### src/rtl/button_reset_debouncer.sv
// Push-button front end: 2-FF synchronizer, debounce FSM, one-cycle press pulse
// and a fixed-width, re-triggerable reset request pulse.
module button_reset_debouncer #(
  parameter int DEBOUNCE_CYCLES = 16,
  parameter int PULSE_CYCLES    = 4,
  parameter int CNT_W           = 8
) (
  input  logic clk,
  input  logic reset,
  input  logic btn_in,
  output logic btn_level,
  output logic press_pulse,
  output logic reset_req,
  output logic busy
);

  typedef enum logic [1:0] {
    IDLE      = 2'd0,
    CHK_PRESS = 2'd1,
    HELD      = 2'd2,
    CHK_REL   = 2'd3
  } state_t;

  localparam logic [CNT_W-1:0] DCNT_LAST = CNT_W'(DEBOUNCE_CYCLES - 1);
  localparam logic [CNT_W-1:0] PCNT_LOAD = CNT_W'(PULSE_CYCLES);

  logic             sync_q1, sync_q2;
  state_t           state_q, state_d;
  logic [CNT_W-1:0] dcnt_q, dcnt_d;
  logic [CNT_W-1:0] pcnt_q, pcnt_d;
  logic             level_q, level_d;
  logic             press_q, press_d;
  logic             req_q, req_d;
  logic             busy_q, busy_d;

  // Next-state logic for the debounce FSM and the reset-request stretcher.
  always_comb begin
    state_d = state_q;
    dcnt_d  = dcnt_q;
    level_d = level_q;
    press_d = 1'b0;
    case (state_q)
      IDLE: begin
        if (sync_q2) begin
          state_d = CHK_PRESS;
          dcnt_d  = CNT_W'(1);
        end else begin
          dcnt_d  = '0;
        end
      end
      CHK_PRESS: begin
        if (!sync_q2) begin
          state_d = IDLE;
          dcnt_d  = '0;
        end else if (dcnt_q == DCNT_LAST) begin
          state_d = HELD;
          level_d = 1'b1;
          press_d = 1'b1;
          dcnt_d  = '0;
        end else begin
          dcnt_d  = dcnt_q + CNT_W'(1);
        end
      end
      HELD: begin
        if (!sync_q2) begin
          state_d = CHK_REL;
          dcnt_d  = CNT_W'(1);
        end else begin
          dcnt_d  = '0;
        end
      end
      CHK_REL: begin
        if (sync_q2) begin
          state_d = HELD;
          dcnt_d  = '0;
        end else if (dcnt_q == DCNT_LAST) begin
          state_d = IDLE;
          level_d = 1'b0;
          dcnt_d  = '0;
        end else begin
          dcnt_d  = dcnt_q + CNT_W'(1);
        end
      end
      default: begin
        state_d = IDLE;
        level_d = 1'b0;
        dcnt_d  = '0;
      end
    endcase

    // A new press reloads the stretcher, so overlapping presses merge into one pulse.
    if (press_d) begin
      pcnt_d = PCNT_LOAD;
      req_d  = 1'b1;
    end else if (pcnt_q != '0) begin
      pcnt_d = pcnt_q - CNT_W'(1);
      req_d  = (pcnt_q > CNT_W'(1));
    end else begin
      pcnt_d = '0;
      req_d  = 1'b0;
    end

    busy_d = (state_d == CHK_PRESS) || (state_d == CHK_REL);
  end

  // State registers; reset wins over every other event on the same edge.
  always_ff @(posedge clk) begin
    if (reset) begin
      sync_q1 <= 1'b0;
      sync_q2 <= 1'b0;
      state_q <= IDLE;
      dcnt_q  <= '0;
      pcnt_q  <= '0;
      level_q <= 1'b0;
      press_q <= 1'b0;
      req_q   <= 1'b0;
      busy_q  <= 1'b0;
    end else begin
      sync_q1 <= btn_in;
      sync_q2 <= sync_q1;
      state_q <= state_d;
      dcnt_q  <= dcnt_d;
      pcnt_q  <= pcnt_d;
      level_q <= level_d;
      press_q <= press_d;
      req_q   <= req_d;
      busy_q  <= busy_d;
    end
  end

  assign btn_level   = level_q;
  assign press_pulse = press_q;
  assign reset_req   = req_q;
  assign busy        = busy_q;

endmodule

### config.mk
export PLATFORM = sky130hd
export DESIGN_NAME = button_reset_debouncer
export DESIGN_NICKNAME = d
export VERILOG_FILES = /design/src/rtl/button_reset_debouncer.sv
export SDC_FILE = /design/constraint.sdc
export NUM_CORES = 1
export LEC_CHECK = 0
export CAP_MARGIN = 40
export CORE_AREA = 5 5 47 49
export CTS_CLUSTER_SIZE = 20
export DETAILED_ROUTE_END_ITERATION = 7
export DIE_AREA = 0 0 52 54
export GPL_TIMING_DRIVEN = 0
export PLACE_DENSITY = 0.78
export SLEW_MARGIN = 15
export SYNTH_ARGS = -nofsm -noshare
export SYNTH_HDL_FRONTEND = slang
export SYNTH_SLANG_ARGS = --single-unit
### constraint.sdc
create_clock -name clk -period 3.82 [get_ports clk]
set_input_delay 0.764 -clock clk [delete_from_list [all_inputs] [get_ports clk]]
set_output_delay 0.764 -clock clk [all_outputs]
set_load 0.01 [all_outputs]
Yosys cells after proc, flatten, opt, wreduce, memory -nomap -nowiden
Index checks and enable logic that the tools add are counted.
{"block": "op_classes", "addsub": 2, "magnitude_cmp": 1, "eq_ne": 10, "bitwise_logic": 1, "n_reduce_logical": 6, "muxes": 25}
{"op": "$pmux W8 S4", "count": 1}
{"op": "$mux W8", "count": 3}
{"op": "$mux W2", "count": 6}
{"op": "$mux W1", "count": 11}
{"op": "$add A8 B1 Y8 const B", "count": 1}
{"op": "$eq A8 B4 Y1 const B", "count": 1}
{"op": "$gt A8 B1 Y1 const B", "count": 1}
{"op": "$ne A2 B2 Y1 const B", "count": 4}
{"op": "$pmux W2 S4", "count": 1}
{"op": "$reduce_bool A8 Y1", "count": 1}
{"op": "$sub A8 B1 Y8 const B", "count": 1}
{"op": "$eq A2 B2 Y1 const B", "count": 3}
{"op": "$mux W3", "count": 2}
{"op": "$reduce_and A5 Y1", "count": 1}
{"op": "$eq A2 B1 Y1 const B", "count": 2}
{"op": "$reduce_or A3 Y1", "count": 1}
{"op": "$logic_not A2 Y1", "count": 1}
{"op": "$pmux W1 S2", "count": 1}
{"op": "$reduce_bool A2 Y1", "count": 1}
{"op": "$logic_or A1 B1 Y1", "count": 1}
{"op": "$not A1 Y1", "count": 1}
{"block": "word_totals", "input_bits": 3, "elab_cells": 55, "regBits": 24, "out_inout_bits": 4}

Depth between registers and ports, before layout
Gate-level depths: netlist of the first run.
{"block": "logic_depth", "word_depth": 6, "mapped_depth": 5, "depth_no_buf": 5}

Worst setup path after synthesis of the first run
OpenSTA, ideal clock, no wires.
{"block": "synth_timing", "path_kind": "flip-flop to flip-flop", "from": "reg pcnt_q[0]", "to": "reg pcnt_q[2]", "slack_ns": 2.285, "path_stages_with_launch": 6, "t_arrival_ns": 1.397, "required_ns": 3.682, "synth_period_minus_slack_ns": 1.535, "setup_time_ns": 0.138, "n_path_buf": 0, "path_cell_list": "dfxtp_1 > inv_1 > ha_1 > or4b_1 > o21ai_2 > o22ai_1"}
{"block": "synth_between", "elab_chain_cells": 3, "elab_cells_between_ends": 4, "cone_classes": "add/sub: 1; mux: 2; reduce/logical: 1"}
{"element": "start: declaration", "line_no": "30", "source": "logic [CNT_W-1:0] pcnt_q, pcnt_d;"}
{"element": "start signal: assignment", "line_no": "123", "source": "pcnt_q <= pcnt_d;"}
{"element": "$sub A8 B1 Y8 / $reduce_bool A8 Y1 (equally long branches)", "line_no": "96, 95"}
{"element": "$mux W3 (*)", "line_no": "95", "source": "end else if (pcnt_q != '0) begin"}
{"element": "$mux W3 (*)", "line_no": "92", "source": "if (press_d) begin"}
Mark *: on every way between the ends. The rest lies on a longest branch, timed or not.
A chain may end at the register's enable or synchronous reset.

Worst setup path in the final report of the first run
{"block": "layout_timing", "from": "reg busy_q (netlist: busy)", "to": "out busy"}
{"element": "start: declaration", "line_no": "34", "source": "logic busy_q, busy_d;"}
{"element": "start signal: assignment", "line_no": "127", "source": "busy_q <= busy_d;"}
{"element": "end: declaration", "line_no": "14", "source": "output logic busy"}
No word-level cell between the ends.

==> results.json, run 1 <==
{
  "post-route-period-util": 0.552,
  "drive_gt1_frac": 0.0877,
  "grt.total_usage": 0.141,
  "max_slew.worst_pin.slew_ns": 0.442,
  "buffer_ports.inserted": 6,
  "final-hold-violation-count": 0,
  "timing.critical_path.arrival_ns": 1.34,
  "yosysWarnings": 0,
  "post_synth_instance_area_um2": 988,
  "htreeDepth": 1,
  "path_depth": 1,
  "final.min_clock_period_ns": 2.11,
  "async_s_r_ff_share_synth": 0,
  "ctsHoldBuffers": 0,
  "drc_violations_left": 0,
  "drt-initial-drc-count": 13,
  "nets_in_the_synthesized_netlist": 111,
  "cts_setup_buffers": 0,
  "route.detailed.wl_per_inst_um": 12.1,
  "antenna_found_initial": 0,
  "clock_latency_ns": 0.31,
  "clock_tree.buffer_depth": 2,
  "final-max-slew-violation-count": 0,
  "setup_repair_after_global_routing_missed_its_margin": "false",
  "die_h_um": 54,
  "placed_cells_incl_taps": 137,
  "cts_tree": "done",
  "fin_cells": 141,
  "area_growth_syn_to_layout_pct": 12.3,
  "wl_um": 1710,
  "rows": 16,
  "worst_setup_slack_for_register_to_register_paths_ns": 2.10,
  "synth_cells": 104,
  "drt-vias-per-instance": 5.35,
  "drt-pass1-iter-count": 4,
  "antenna_violation_net_count_after_detailed_routing": 0,
  "half_perimeter_wire_length_of_the_detailed_placement_result_um": 1310,
  "worst_r2r_path_depth": 5,
  "worstPathCellList": "clkdlybuf4s50_1",
  "cts_inserted_buffers": 3,
  "setup-violations-final": 0,
  "holdPathStages": 1,
  "critPathMaxFanout": 7,
  "report.power.total_mw": 0.637,
  "synth_top_cells_by_area": "sky130_fd_sc_hd__dfxtp_1, sky130_fd_sc_hd__ha_1, sky130_fd_sc_hd__xnor2_1",
  "status": "finished clean",
  "postSynthRegisterBits": 23,
  "cts_repair_resize_count": 0,
  "ioPinCount": 7,
  "end_of_the_worst_register_to_register_path": "pcnt_q[2]$_SDFF_PP0_",
  "final.setup_skew_ns": 0.00595,
  "number_of_buffers_and_inverters_on_the_critical_path": 1,
  "slew_headroom": 0.703,
  "worstHoldStart": "sync_q1$_SDFF_PP0_",
  "power_density_nw_per_um2": 574,
  "postSynthAreaPerCell_um2": 9.50,
  "layout.nets": 122,
  "grt_pass1_wl_um": 2930,
  "post-synth-top-count-cell": "sky130_fd_sc_hd__dfxtp_1",
  "finalWeightedCongestion": 0.817,
  "post-route-util": 0.609,
  "cap_violations": 0,
  "grt_pass1_vias": 709,
  "clk_pin_slew_worst_paths_ns": 0.13,
  "max_stage_delay_ns": 0.58,
  "post-route-cell-area_um2": 1110,
  "worst_ep_required_time_ns": 3.06,
  "yosys.cell_types.count": 32,
  "antenna_cells_inserted": 0,
  "synth-seq-area-share": 0.466,
  "worst_ir_drop_vdd_mv": 0.419,
  "crit_type": "reg2out",
  "synth-main-ff-cell": "sky130_fd_sc_hd__dfxtp_1",
  "cp-end-kind": "output pin",
  "start_util": 0.543,
  "gr-total-overflow": 0,
  "power_leakage_nw": 0.391,
  "clock_sinks": 23,
  "synth_common_cells": "sky130_fd_sc_hd__dfxtp_1, sky130_fd_sc_hd__o21ai_0, sky130_fd_sc_hd__nor2_1",
  "totalNegativeSetupSlack_ns": 0,
  "crit_slowest_cell": "sky130_fd_sc_hd__clkdlybuf4s50_1",
  "n_fill_cell": 164,
  "hp-class": "reg2reg",
  "synth_largest_area_cell": "sky130_fd_sc_hd__dfxtp_1",
  "placeableCoreArea_um2": 1820,
  "die_area_um2": 2810,
  "placed_cell_area_um2": 1080,
  "fmax_ghz": 0.474,
  "rr_startpoint": "pcnt_q[0]$_SDFF_PP0_",
  "cts_root_buf": "sky130_fd_sc_hd__clkbuf_4",
  "min_delay_worst_endpoint": "sync_q2$_SDFF_PP0_",
  "yosysTopAreaCellShare": 0.466,
  "die_width_um": 52,
  "maximum_number_of_pins_on_one_net_before_global_route_repair": 14,
  "critical_path.top_delay_family": "buffers and inverters",
  "startpoint_type": "flop",
  "via_count": 754,
  "number_of_enable_type_register_cells_in_the_synthesized_netlist": 0
}
[layout make-up]
| class | instances | area, µm² | area share |
|---|---|---|---|
| Buffer | 2 | 8.76 | 0.00789 |
| Clock buffer | 3 | 22.5 | 0.0203 |
| Clock inverter | 1 | 5.00 | 0.00451 |
| Inverter | 5 | 18.8 | 0.0169 |
| Multi-Input combinational cell | 74 | 500 | 0.451 |
| Sequential cell | 23 | 460 | 0.415 |
| Tap cell | 27 | 33.8 | 0.0304 |
| Timing Repair Buffer | 6 | 60.1 | 0.0541 |
[layer usage]
layer | GRT usage | share of wire
met3 | 0.0249 | 0.022
met2 | 0.236 | 0.50
met5 | 0 | 0
met4 | 0.0786 | 0.015
met1 | 0.171 | 0.46
[registers in the layout, indices dropped and copies added, names as in the netlist]
name	flops
dcnt_q	8
pcnt_q	8
btn_level	1
busy	1
press_pulse	1
reset_req	1
state_q	1
sync_q1	1
sync_q2	1
[cell families (layout without fill, tap and decap cells)]
group,Yosys count,after routing,share of synthesized area
xor gates and xnor gates,7,7,0.0620
and+or+nand+nor,40,40,0.234
adders and majority gates,4,4,0.0506
buffers and inverters,7,17,0.0278
AOI/OAI and AO/OA,23,23,0.159
DFF,23,23,0.466
[worst max path at each step]
stage	startpoint	endpoint	slack (ns)
2_1_floorplan	pcnt_q[0]$_SDFF_PP0_	pcnt_q[2]$_SDFF_PP0_	2.28
3_3_place_gp	reset	reset_req$_SDFF_PP0_	1.81
3_5_place_dp	reset	pcnt_q[2]$_SDFF_PP0_	1.78
4_1_cts	busy$_SDFF_PP0_	busy	1.70
5_1_grt	busy$_SDFF_PP0_	busy	1.63
6_report	busy$_SDFF_PP0_	busy	1.71
[power by group]
part / total (mW) / internal [mW] / switching, mW / leakage (nW)
clock: 0.110 / 0.0391 / 0.0710 / 0.0177
combinational: 0.215 / 0.114 / 0.101 / 0.185
sequential: 0.311 / 0.276 / 0.0347 / 0.188
total: 0.637 / 0.429 / 0.207 / 0.391
[stage by stage]
step	hold WS (ns)	worst slack (ns)
6_report	0.460	1.71
5_1_grt	0.490	1.63
4_1_cts	0.464	1.70
3_5_place_dp	0.435	1.78
3_3_place_gp	0.422	1.81
2_1_floorplan	0.414	2.28
[placed cells by master (no fill, tap or decap)]
cell type and count:
sky130_fd_sc_hd__dfxtp_1 23, sky130_fd_sc_hd__o21ai_0 8, sky130_fd_sc_hd__nor2_1 7, sky130_fd_sc_hd__or3_1 6, sky130_fd_sc_hd__clkdlybuf4s50_1 6, sky130_fd_sc_hd__inv_1 5
sky130_fd_sc_hd__xnor2_1 5, sky130_fd_sc_hd__nor3_1 5, sky130_fd_sc_hd__nand4_1 4, sky130_fd_sc_hd__a21oi_1 4, sky130_fd_sc_hd__ha_1 4, sky130_fd_sc_hd__nor2b_1 3
sky130_fd_sc_hd__nand2_1 3, sky130_fd_sc_hd__clkbuf_4 3, sky130_fd_sc_hd__or4_1 2, sky130_fd_sc_hd__nand3_1 2, sky130_fd_sc_hd__xor2_1 2, sky130_fd_sc_hd__nor4_1 2
sky130_fd_sc_hd__o22ai_1 2, sky130_fd_sc_hd__a211oi_2 2, sky130_fd_sc_hd__a211oi_1 2, sky130_fd_sc_hd__o2111ai_2 1, sky130_fd_sc_hd__and3_1 1, sky130_fd_sc_hd__buf_2 1
sky130_fd_sc_hd__or4b_1 1, sky130_fd_sc_hd__o21ai_2 1, sky130_fd_sc_hd__and4_1 1, sky130_fd_sc_hd__clkbuf_1 1, sky130_fd_sc_hd__a31oi_1 1, sky130_fd_sc_hd__o21bai_1 1
sky130_fd_sc_hd__nand2b_1 1, sky130_fd_sc_hd__o31ai_1 1, sky130_fd_sc_hd__or4_4 1, sky130_fd_sc_hd__nor3b_1 1, sky130_fd_sc_hd__clkinv_2 1
Note: power is estimated with default switching activity, not from simulation.
==> inputs of run 2 (changes only) <==
- CORE_AREA: 5 5 47 49 -> 5 5 49 51
- DIE_AREA: 0 0 52 54 -> 0 0 54 56
- PLACE_DENSITY: 0.78 -> 0.72
- clock period: 3.82 -> 2.1 ns (I/O delays scaled with it)
==> run 2 against run 1 <==
Setup slack lost 1.4 ns. Count of clock-buffer cells in the layout grew 1. Routed wire length shrank 2.5%. Critical path depth is the same. Largest cell class unchanged.
==> results.json, run 2 (synthesized netlist as in run 1, its figures left out) <==
{
  "worst_ep_required_time_ns": 1.68,
  "n_fill_cell": 170,
  "placed_cells_incl_taps": 137,
  "drt-vias-per-instance": 5.46,
  "status": "finished clean",
  "globalRoute.busiestLayer": "met2",
  "die_h_um": 56,
  "post-place-ws_ns": 0.378,
  "final-hold-violation-count": 0,
  "start_util": 0.520,
  "final.setup_skew_ns": 0.00267,
  "cts_root_buf": "sky130_fd_sc_hd__clkbuf_4",
  "fmax_ghz": 0.561,
  "clock_tree.buffer_depth": 2,
  "internal-power_mw": 0.782,
  "cts_repair_resize_count": 0,
  "maximum_number_of_pins_on_one_net_before_global_route_repair": 13,
  "met3_track_demand_over_resource_in_global_routing": 0.0429,
  "die_width_um": 54,
  "timing.critical_path.arrival_ns": 1.36,
  "postLayoutSetupSlackWorst_ns": 0.318,
  "drc_violations_left": 0,
  "critPathMaxFanout": 7,
  "hold_slack_ns": 0.463,
  "fin_cells": 141,
  "via_count": 770,
  "power_density_nw_per_um2": 1040,
  "grt_pass1_vias": 709,
  "drt-pass1-iter-count": 4,
  "antenna_found_initial": 0,
  "final_cell_mix": "sky130_fd_sc_hd__dfxtp_1, sky130_fd_sc_hd__o21ai_0, sky130_fd_sc_hd__nor2_1",
  "placed_cell_area_um2": 1080,
  "final.min_clock_period_ns": 1.78,
  "clock_latency_ns": 0.30,
  "seqPwrFrac": 0.490,
  "combPwrFrac": 0.337,
  "layout.nets": 122,
  "max_stage_delay_ns": 0.58,
  "grt_util_met2": 0.178,
  "half_perimeter_wire_length_of_the_detailed_placement_result_um": 1240,
  "slew_headroom": 0.673,
  "cts_inserted_buffers": 3,
  "ioPinCount": 7,
  "mostFrequentLayoutCell": "sky130_fd_sc_hd__dfxtp_1",
  "area_growth_syn_to_layout_pct": 12.2,
  "number_of_buffers_and_inverters_on_the_critical_path": 1,
  "antenna_cells_inserted": 0,
  "worstPathCellList": "clkdlybuf4s50_1",
  "finalWeightedCongestion": 0.750,
  "drive_gt1_frac": 0.0789,
  "setup_repair_after_global_routing_missed_its_margin": "false",
  "crit_type": "reg2out",
  "post-route-cell-area_um2": 1110,
  "die_area_um2": 3020,
  "switching_share": 0.319,
  "largestRegisters": "dcnt_q x8, pcnt_q x8",
  "setup-violations-final": 0,
  "hp-class": "reg2reg",
  "met1_usage": 0.171,
  "report.power.total_mw": 1.15,
  "worst_ir_drop_vdd_mv": 0.721,
  "wl_um": 1670,
  "post-route-period-util": 0.849,
  "cp-end-kind": "output pin",
  "rows": 16,
  "power_leakage_nw": 0.388,
  "placeableCoreArea_um2": 1900,
  "ctsHoldBuffers": 0,
  "clock_sinks": 23,
  "gr-total-overflow": 0,
  "final-max-slew-violation-count": 0,
  "critical_path.top_delay_family": "buffers and inverters",
  "startpoint_type": "flop",
  "cts_tree": "done",
  "post-route-util": 0.583,
  "clk_pin_slew_worst_paths_ns": 0.12,
  "grt_pass1_wl_um": 2950,
  "crit_slowest_cell": "sky130_fd_sc_hd__clkdlybuf4s50_1",
  "cap_violations": 0,
  "antenna_violation_net_count_after_detailed_routing": 0,
  "cts_setup_buffers": 0,
  "totalNegativeSetupSlack_ns": 0,
  "max_slew.worst_pin.slew_ns": 0.487,
  "grt.total_usage": 0.128,
  "buffer_ports.inserted": 6,
  "power.switching_mw": 0.367,
  "htreeDepth": 1,
  "share_of_total_power_in_the_clock_network": 0.173,
  "route.detailed.wl_per_inst_um": 11.8,
  "drt-initial-drc-count": 15
}
==> run 2: cell type report <==
cell class	instances	area, µm²	area share
Multi-Input combinational cell	74	500	0.451
Sequential cell	23	460	0.415
Timing Repair Buffer	6	60.1	0.0542
Tap cell	27	33.8	0.0305
Clock buffer	4	26.3	0.0237
Inverter	5	18.8	0.0169
Buffer	2	8.76	0.00790
==> run 2: layer usage <==
layer  vias to the layer above  routed length, µm
met1                       355                828
met5                         -                  0
li1                        398                  -
met2                        13                742
met3                         4                 78
met4                         0                 20
==> run 2: power by group through the flow <==
stage | clock [mW] | combinational (mW) | sequential, mW
detailed placement | 0 | 0.390 | 0.573
CTS | 0.204 | 0.392 | 0.563
floorplan | 0 | 0.312 | 0.565
finish | 0.199 | 0.388 | 0.563
global route | 0.229 | 0.436 | 0.579
global placement | 0 | 0.380 | 0.572
==> run 2: path summary, 6_finish.rpt <==
path | from | endpoint | slack [ns] | cells past startpoint
worst max register to register | pcnt_q[0]$_SDFF_PP0_ | pcnt_q[2]$_SDFF_PP0_ | 0.37 | 5
worst min-delay path | sync_q1$_SDFF_PP0_ | sync_q2$_SDFF_PP0_ | 0.46 | 1
worst min register to register | sync_q1$_SDFF_PP0_ | sync_q2$_SDFF_PP0_ | 0.46 | 1
worst max-delay path | busy$_SDFF_PP0_ | busy | 0.32 | 1
==> inputs of run 3 (changes only) <==
- clock period: 2.1 -> 1.81 ns (I/O delays scaled with it)
==> run 3 against run 2 <==
Core utilization increased by 0.39 points. Count of clock-buffer cells in the layout unchanged. Final area grew 0.68%. Clock skew barely moved. Critical path type unchanged.
==> results.json, run 3 (synthesized netlist as in run 1, its figures left out) <==
{
  "gr-total-overflow": 0,
  "cts_tree": "done",
  "worst_ep_required_time_ns": 1.45,
  "clock_tree.buffer_depth": 2,
  "post-route-period-util": 0.951,
  "power_density_nw_per_um2": 1210,
  "grt.total_usage": 0.128,
  "worst_setup_slack_for_register_to_register_paths_ns": 0.12,
  "worstHoldStart": "sync_q1$_SDFF_PP0_",
  "startpoint_type": "flop",
  "die_width_um": 54,
  "end_of_the_worst_register_to_register_path": "pcnt_q[4]$_SDFF_PP0_",
  "htreeDepth": 1,
  "max_slew.worst_pin.slew_ns": 0.487,
  "hp-class": "reg2reg",
  "cts_inserted_buffers": 3,
  "finalWeightedCongestion": 0.750,
  "clk_pin_slew_worst_paths_ns": 0.12,
  "crit_slowest_cell": "sky130_fd_sc_hd__clkdlybuf4s50_1",
  "via_count": 757,
  "drt-pass1-iter-count": 4,
  "die_area_um2": 3020,
  "seqPwrFrac": 0.483,
  "final.setup_skew_ns": 0.00255,
  "critPathMaxFanout": 7,
  "drc_violations_left": 0,
  "antenna_violation_net_count_after_detailed_routing": 0,
  "buffer_ports.inserted": 6,
  "die_h_um": 56,
  "antenna_found_initial": 0,
  "drt-initial-drc-count": 16,
  "max_stage_delay_ns": 0.58,
  "worstPathCellList": "clkdlybuf4s50_1",
  "share_of_total_power_in_the_clock_network": 0.173,
  "clock_latency_ns": 0.31,
  "start_util": 0.520,
  "largestRegisters": "dcnt_q x8, pcnt_q x8",
  "mostFrequentLayoutCell": "sky130_fd_sc_hd__dfxtp_1",
  "worst_ir_drop_vdd_mv": 0.838,
  "holdPathStages": 1,
  "maximum_number_of_pins_on_one_net_before_global_route_repair": 13,
  "rows": 16,
  "slew_headroom": 0.672,
  "report.power.total_mw": 1.35,
  "half_perimeter_wire_length_of_the_detailed_placement_result_um": 1240,
  "cts_root_buf": "sky130_fd_sc_hd__clkbuf_4",
  "cap_violations": 0,
  "min_delay_worst_endpoint": "sync_q2$_SDFF_PP0_",
  "setup_repair_after_global_routing_missed_its_margin": "false",
  "number_of_buffers_and_inverters_on_the_critical_path": 1,
  "wl_um": 1690,
  "critical_path.top_delay_family": "buffers and inverters",
  "final-max-slew-violation-count": 0,
  "cp-end-kind": "output pin",
  "ioPinCount": 7,
  "final-hold-violation-count": 0,
  "totalNegativeSetupSlack_ns": 0,
  "status": "finished clean",
  "internal-power_mw": 0.912,
  "drive_gt1_frac": 0.0789,
  "placeableCoreArea_um2": 1900,
  "worst_r2r_path_depth": 4,
  "final.min_clock_period_ns": 1.72,
  "grt_pass1_wl_um": 2950,
  "timing.critical_path.arrival_ns": 1.36,
  "grt_pass1_vias": 709,
  "rr_startpoint": "dcnt_q[4]$_SDFF_PP0_",
  "crit_type": "reg2out",
  "switching_share": 0.326,
  "combPwrFrac": 0.344,
  "antenna_cells_inserted": 0,
  "setup-violations-final": 0,
  "fmax_ghz": 0.581,
  "power.switching_mw": 0.441,
  "route.detailed.wl_per_inst_um": 12.0,
  "clock_sinks": 23,
  "power_leakage_nw": 0.389,
  "area_growth_syn_to_layout_pct": 12.9,
  "layout.nets": 122,
  "final_cell_mix": "sky130_fd_sc_hd__dfxtp_1, sky130_fd_sc_hd__o21ai_0, sky130_fd_sc_hd__nor2_1",
  "drt-vias-per-instance": 5.37
}
## run 3: changes by cell type in the layout (fill, tap and decap cells not counted)
cell                      previous run  this run
sky130_fd_sc_hd__o21ai_4             0         1
sky130_fd_sc_hd__o21ai_2             1         0
## run 3: power by group through the flow
| stage | logic [mW] | clock network (mW) | registers, mW |
|---|---|---|---|
| 4_1_cts | 0.455 | 0.237 | 0.653 |
| 3_5_place_dp | 0.452 | 0 | 0.664 |
| 6_report | 0.465 | 0.234 | 0.654 |
| 2_1_floorplan | 0.362 | 0 | 0.656 |
| 5_1_grt | 0.521 | 0.267 | 0.671 |
| 3_3_place_gp | 0.441 | 0 | 0.663 |
## run 3: final cells by class
| class | instances | area (µm²) |
|---|---|---|
| Fill cell | 170 | 786 |
| Multi-Input combinational cell | 74 | 508 |
| Sequential cell | 23 | 460 |
| Timing Repair Buffer | 6 | 60.1 |
| Tap cell | 27 | 33.8 |
| Clock buffer | 4 | 26.3 |
| Inverter | 5 | 18.8 |
| Buffer | 2 | 8.76 |
## run 3: metrics by stage
stage	hold WS (ns)	area [µm²]	util	instances	setup slack, ns
after floorplan	0.414	988	-	104	0.275
after global placement	0.444	1080	0.569	137	0.114
after detailed placement	0.440	1080	0.569	137	0.0882
after CTS	0.467	1110	0.583	141	0.0613
after global routing	0.496	1120	0.587	141	0.00309
final	0.464	1120	0.587	141	0.0887
## run 3: worst max-delay path by stage
stage / start / end / slack, ns / depth (start not counted)
after floorplan: pcnt_q[0]$_SDFF_PP0_ / pcnt_q[2]$_SDFF_PP0_ / 0.27 / 5
after global placement: pcnt_q[0]$_SDFF_PP0_ / pcnt_q[2]$_SDFF_PP0_ / 0.11 / 5
after detailed placement: pcnt_q[0]$_SDFF_PP0_ / reset_req$_SDFF_PP0_ / 0.09 / 5
after CTS: pcnt_q[0]$_SDFF_PP0_ / reset_req$_SDFF_PP0_ / 0.06 / 5
after global routing: dcnt_q[4]$_SDFF_PP0_ / pcnt_q[6]$_SDFF_PP0_ / 0.003 / 4
final: busy$_SDFF_PP0_ / busy / 0.09 / 1
## run 3: layer usage
| layer | wire length (µm) | share of wire | up-vias | GRT usage |
|---|---|---|---|---|
| li1 | - | - | 398 | - |
| met1 | 868 | 0.52 | 344 | 0.171 |
| met2 | 721 | 0.43 | 11 | 0.178 |
| met3 | 75 | 0.045 | 4 | 0.0429 |
| met4 | 20 | 0.012 | 0 | 0.0641 |
| met5 | 0 | 0 | - | 0 |
## run 3: what timing repair did
item	4_1_cts	5_1_grt
buffers inserted	0	0
endpoints found under the setup margin	0	3
hold buffers	0	0
gates resized for setup	0	1
